`src/rtl/bfloat_16_div.sv`:
```
// Sequential bfloat16 divider: restoring radix-2, one quotient bit per cycle,
// valid/ready on both sides, truncating normalisation with overflow/underflow flags.
module bfloat_16_div #(
    parameter int unsigned BIAS  = 127,
    parameter int unsigned QBITS = 9
) (
    input  logic       clk,
    input  logic       rst_n,
    input  logic       in_valid,
    output logic       in_ready,
    input  logic [7:0] a_sig,
    input  logic [7:0] a_exp,
    input  logic       a_s,
    input  logic [7:0] b_sig,
    input  logic [7:0] b_exp,
    input  logic       b_s,
    output logic       out_valid,
    input  logic       out_ready,
    output logic [7:0] out_sig,
    output logic [7:0] out_exp,
    output logic       out_s,
    output logic       ovf,
    output logic       unf,
    output logic       dbz
);

    typedef enum logic [1:0] {StIdle, StDiv, StNorm, StDone} state_e;

    state_e             state_q, state_d;
    logic [8:0]         r_q;
    logic [QBITS-1:0]   q_q;
    logic [3:0]         cnt_q;
    logic [7:0]         b_sig_q;
    logic [7:0]         a_exp_q;
    logic [7:0]         b_exp_q;

    logic               accept;
    logic               special;
    logic               r_ge;
    logic [8:0]         r_nxt;
    logic signed [9:0]  e_base;
    logic signed [9:0]  e;

    assign accept  = in_valid & in_ready;
    assign special = (b_exp == 8'd0) | (a_exp == 8'd0);

    // Remainder stays below 2*divisor for normalised divisors, so 9 bits suffice.
    always_comb begin
        r_ge  = r_q >= {1'b0, b_sig_q};
        r_nxt = (r_ge ? (r_q - {1'b0, b_sig_q}) : r_q) << 1;
    end

    always_comb begin
        e_base = $signed({2'b00, a_exp_q}) - $signed({2'b00, b_exp_q}) + $signed(10'(BIAS));
        e      = q_q[QBITS-1] ? e_base : e_base - 10'sd1;
    end

    // State register
    always_ff @(posedge clk or negedge rst_n) begin
        if (!rst_n) begin
            state_q <= StIdle;
        end else begin
            state_q <= state_d;
        end
    end

    // Next-state logic
    always_comb begin
        state_d = state_q;
        unique case (state_q)
            StIdle: begin
                if (accept) begin
                    state_d = special ? StDone : StDiv;
                end
            end
            StDiv: begin
                if (cnt_q == 4'(QBITS - 1)) begin
                    state_d = StNorm;
                end
            end
            StNorm: state_d = StDone;
            StDone: begin
                if (out_ready) begin
                    state_d = StIdle;
                end
            end
            default: state_d = StIdle;
        endcase
    end

    // Handshake outputs decode directly from the state register
    always_comb begin
        in_ready  = 1'b0;
        out_valid = 1'b0;
        unique case (state_q)
            StIdle:  in_ready  = 1'b1;
            StDone:  out_valid = 1'b1;
            default: ;
        endcase
    end

    // Datapath and result registers
    always_ff @(posedge clk or negedge rst_n) begin
        if (!rst_n) begin
            r_q     <= '0;
            q_q     <= '0;
            cnt_q   <= '0;
            b_sig_q <= '0;
            a_exp_q <= '0;
            b_exp_q <= '0;
            out_sig <= '0;
            out_exp <= '0;
            out_s   <= 1'b0;
            ovf     <= 1'b0;
            unf     <= 1'b0;
            dbz     <= 1'b0;
        end else if (accept) begin
            r_q     <= {1'b0, a_sig};
            q_q     <= '0;
            cnt_q   <= '0;
            b_sig_q <= b_sig;
            a_exp_q <= a_exp;
            b_exp_q <= b_exp;
            out_s   <= a_s ^ b_s;
            ovf     <= 1'b0;
            unf     <= 1'b0;
            dbz     <= 1'b0;
            if (b_exp == 8'd0) begin
                out_sig <= 8'h00;
                out_exp <= 8'hFF;
                dbz     <= 1'b1;
            end else if (a_exp == 8'd0) begin
                out_sig <= 8'h00;
                out_exp <= 8'h00;
            end
        end else if (state_q == StDiv) begin
            q_q   <= {q_q[QBITS-2:0], r_ge};
            r_q   <= r_nxt;
            cnt_q <= cnt_q + 4'd1;
        end else if (state_q == StNorm) begin
            if (e >= 10'sd255) begin
                out_sig <= 8'h00;
                out_exp <= 8'hFF;
                ovf     <= 1'b1;
            end else if (e <= 10'sd0) begin
                out_sig <= 8'h00;
                out_exp <= 8'h00;
                unf     <= 1'b1;
            end else begin
                out_sig <= q_q[QBITS-1] ? q_q[QBITS-1:1] : q_q[QBITS-2:0];
                out_exp <= e[7:0];
            end
        end else if (state_q == StDone && out_ready) begin
            ovf <= 1'b0;
            unf <= 1'b0;
            dbz <= 1'b0;
        end
    end

endmodule
```
`config.mk`:
```
export PLATFORM = sky130hd
export DESIGN_NAME = bfloat_16_div
export DESIGN_NICKNAME = d
export VERILOG_FILES = /design/src/rtl/bfloat_16_div.sv
export SDC_FILE = /design/constraint.sdc
export NUM_CORES = 1
export LEC_CHECK = 0
export BUFFER_PORTS_ARGS = -buffer_cell sky130_fd_sc_hd__buf_2
export CORE_ASPECT_RATIO = 0.75
export CORE_MARGIN = 4
export CORE_UTILIZATION = 52
export CTS_CLUSTER_SIZE = 24
export DETAILED_ROUTE_END_ITERATION = 8
export GPL_TIMING_DRIVEN = 0
export PLACE_DENSITY = 0.87
export SKIP_LAST_GASP = 1
export SLEW_MARGIN = 10
export SYNTH_ARGS = -nofsm -noshare
export SYNTH_HDL_FRONTEND = slang
export SYNTH_SLANG_ARGS = --single-unit
```
`constraint.sdc`:
```
create_clock -name clk -period 3.8 [get_ports clk]
set_clock_uncertainty 0.2 [all_clocks]
set_input_delay 0.76 -clock clk [delete_from_list [all_inputs] [get_ports clk]]
set_output_delay 0.76 -clock clk [all_outputs]
set_load 0.01 [all_outputs]
```
==> results.ini <==
[global_route]
grt-ovfl-total = 0
antenna_found_initial = 0
grt_use_met1 = 0.308
top_usage_layer = met2
grt_pass1_vias = 3774
grt_max_degree = 53
gr-usage-met3 = 0.0586
grt_use_met2 = 0.372
grt_first_pass_wirelength_um = 18100
grt.total_usage = 0.232

[cts]
cts-root-buf = clkbuf_8
hold_buffers = 0
htree_levels = 3
clk_latency_ps = 360
cts_tree = yes
clk_pin_slew_ps = 90
cts_buffers = 9
clkSinkCount = 68
ctsLongestPathBuffers = 2

[die]
ioPinCount = 60
die_x_um = 112
die_h_um = 86.3
start_util = 0.537
core_area_mm2 = 0.00792
rows = 28
dieArea_mm2 = 0.00970

[yosys]
synth_warnings = 0
synth_nets = 543
synth_flop_cell = dfrtp_1
netlist_area_mm2 = 0.00425
ys_ff_latch = 68
synth_cells = 479
async_reset_ff_frac = 1.00
yosysSeqAreaShare = 0.400
ys_types = 55
synth_edf_count = 0
syn_area_per_cell_um2 = 8.87

[place]
gp_congestion = 0.851
io_buffers = 59
place_hpwl_um = 7800

[setup_path]
crit_path_end_kind = register
r2r-end = out_sig[2]
rr_startpoint = b_exp_q[4]
crit_path_start_kind = register
crit_path_end = out_sig[2]
crit_arrival_ps = 4020
reg2reg_depth = 13
crit_type = register to register
path_max_fanout = 8
critPathLaunch = b_exp_q[4]
worstPathRequired_ps = 3870
r2r_setup_slack_ps = -150

[timing]
final.setup.tns_ps = -1060
worstMarginPinSlew_ps = 1130
maxSlewHeadroom = 0.244
rsz0062_at_grt = yes
timing.fmax_mhz = 253
fin_crit_sh = 1.04
finalHoldViolations = 0
layout_setup_ws_ps = -152
setup_viol = 11
period_needed_ps = 3950
finalMaxSlewViolations = 0

[detailed_routing]
drt_drc_violations_left = 0
vias_per_cell = 5.92
wl_um = 11600
avgRoutedWirePerCell_um = 17.4
ant_nets = 0
drtIter0Drc = 293
detail_route.first_pass.iterations = 5
num_vias = 3966

[run_status]
violations = negative setup slack
status = finished, violations left

[finish]
n_antenna_cell = 0
final_common_cell = nand2_1
nets = 624
area_growth_pct = 25.7
layout_common_cells = nand2_1 (76), dfrtp_1 (68), buf_2 (58)
multi_input_area_mm2 = 0.00268
drive_gt1_frac = 0.251
ff_latch_area_mm2 = 0.00170
fillers = 618

[hold_path]
hp-class = input pin to asynchronous set/reset pin

[job]
maxCapViolCount = 0

[synthesized netlist by cell type, drive strengths merged, types with 2 or more instances]
cell / instances / area share
and4: 2 / 0.0041
or4: 6 / 0.012
xnor2: 14 / 0.031
xor2: 11 / 0.024
fa: 2 / 0.0094
nor2b: 6 / 0.0088
o31ai: 11 / 0.019
nor2: 42 / 0.037
nor4: 5 / 0.0074
a31o: 3 / 0.0062
o211ai: 4 / 0.0071
nand3: 4 / 0.0047
ha: 24 / 0.071
o21ai: 44 / 0.052
nand4: 2 / 0.0029
inv: 28 / 0.025
nand3b: 2 / 0.0035
a21oi: 19 / 0.022
a211oi: 11 / 0.019
mux2i: 21 / 0.049
nand2: 76 / 0.067
a21o: 6 / 0.011
dfrtp: 68 / 0.40
nand2b: 9 / 0.013
clkbuf: 11 / 0.0097
and2: 4 / 0.0059
and3: 3 / 0.0044
o311ai: 3 / 0.0062
nor3: 10 / 0.013
buf: 9 / 0.014
mux2: 2 / 0.0053
[cell families after synthesis]
logic type               after synthesis  synth area share
AND/OR/NAND/NOR                      175             0.193
AO/OA/AOI/OAI                        114             0.169
flip-flops                            68             0.400
buffers and inverters                 48            0.0480
adder cells (fa/ha/maj)               26            0.0801
XOR/XNOR                              25            0.0550
multiplexers                          23            0.0548
[worst min-delay path by stage]
stage,startpoint,end,cells after the start
2_1_floorplan,a_exp_q[4],a_exp_q[4],2
3_3_place_gp,out_sig[7],out_sig[7],2
3_5_place_dp,out_sig[6],out_sig[6],2
4_1_cts,rst_n,a_exp_q[1],1
5_1_grt,rst_n,a_exp_q[1],1
6_report,rst_n,a_exp_q[1],1
[through the flow]
| stage | worst slack [ps] | utilization | std cells | hold slack [ps] | instance area [um2] |
|---|---|---|---|---|---|
| 2_1_floorplan | -137 | - | 479 | 250 | 4270 |
| 3_3_place_gp | -302 | 0.593 | 643 | 257 | 4700 |
| 3_5_place_dp | -398 | 0.597 | 644 | 261 | 4730 |
| 4_1_cts | -230 | 0.637 | 665 | 63.8 | 5040 |
| 5_1_grt | -267 | 0.675 | 670 | 68.9 | 5340 |
| 6_report | -152 | 0.675 | 670 | 66.5 | 5340 |
[routing by layer]
layer,share of wire,wire length [um],vias to the layer above
met5,0,0,-
met4,0.018,211,0
met3,0.080,934,29
met2,0.48,5610,193
met1,0.42,4880,1906
li1,-,-,1838
[timing repair]
action	CTS	global route
resized for setup	17	41
setup buffers	7	7
setup endpoints to repair	17	17
endpoints found under the hold margin	0	0
pin swaps	14	19
[state kept, by name (all words and copies together), names as in the netlist]
signal   cells
a_exp_q      8
out_exp      8
ovf          1
q_q          9
dbz          1
b_sig_q      8
cnt_q        4
unf          1
state_q      2
b_exp_q      8
out_sig      8
out_s        1
r_q          9
[critical path, cell delays in order, from the launching register on]
cell	delay, ps
dfrtp_1	380
inv_2	90
ha_4	220
a21o_1	170
and2_4	140
or4_4	510
and2_4	180
or4_4	560
xnor2_4	170
o31a_1	280
a311o_1	320
nand4bb_4	230
buf_12	180
o31ai_4	220
[cell type report]
type                            instances  area share
Clock inverter                          7      0.0140
Timing Repair Buffer                   74      0.0836
Sequential cell                        68       0.318
Multi-Input combinational cell        363       0.502
Clock buffer                            9      0.0232
Buffer                                 16      0.0143
Inverter                               28      0.0197
Tap cell                              105      0.0246
Power is not shown: default switching activity piles up to over one toggle a cycle in this logic, so the estimate is an artifact.
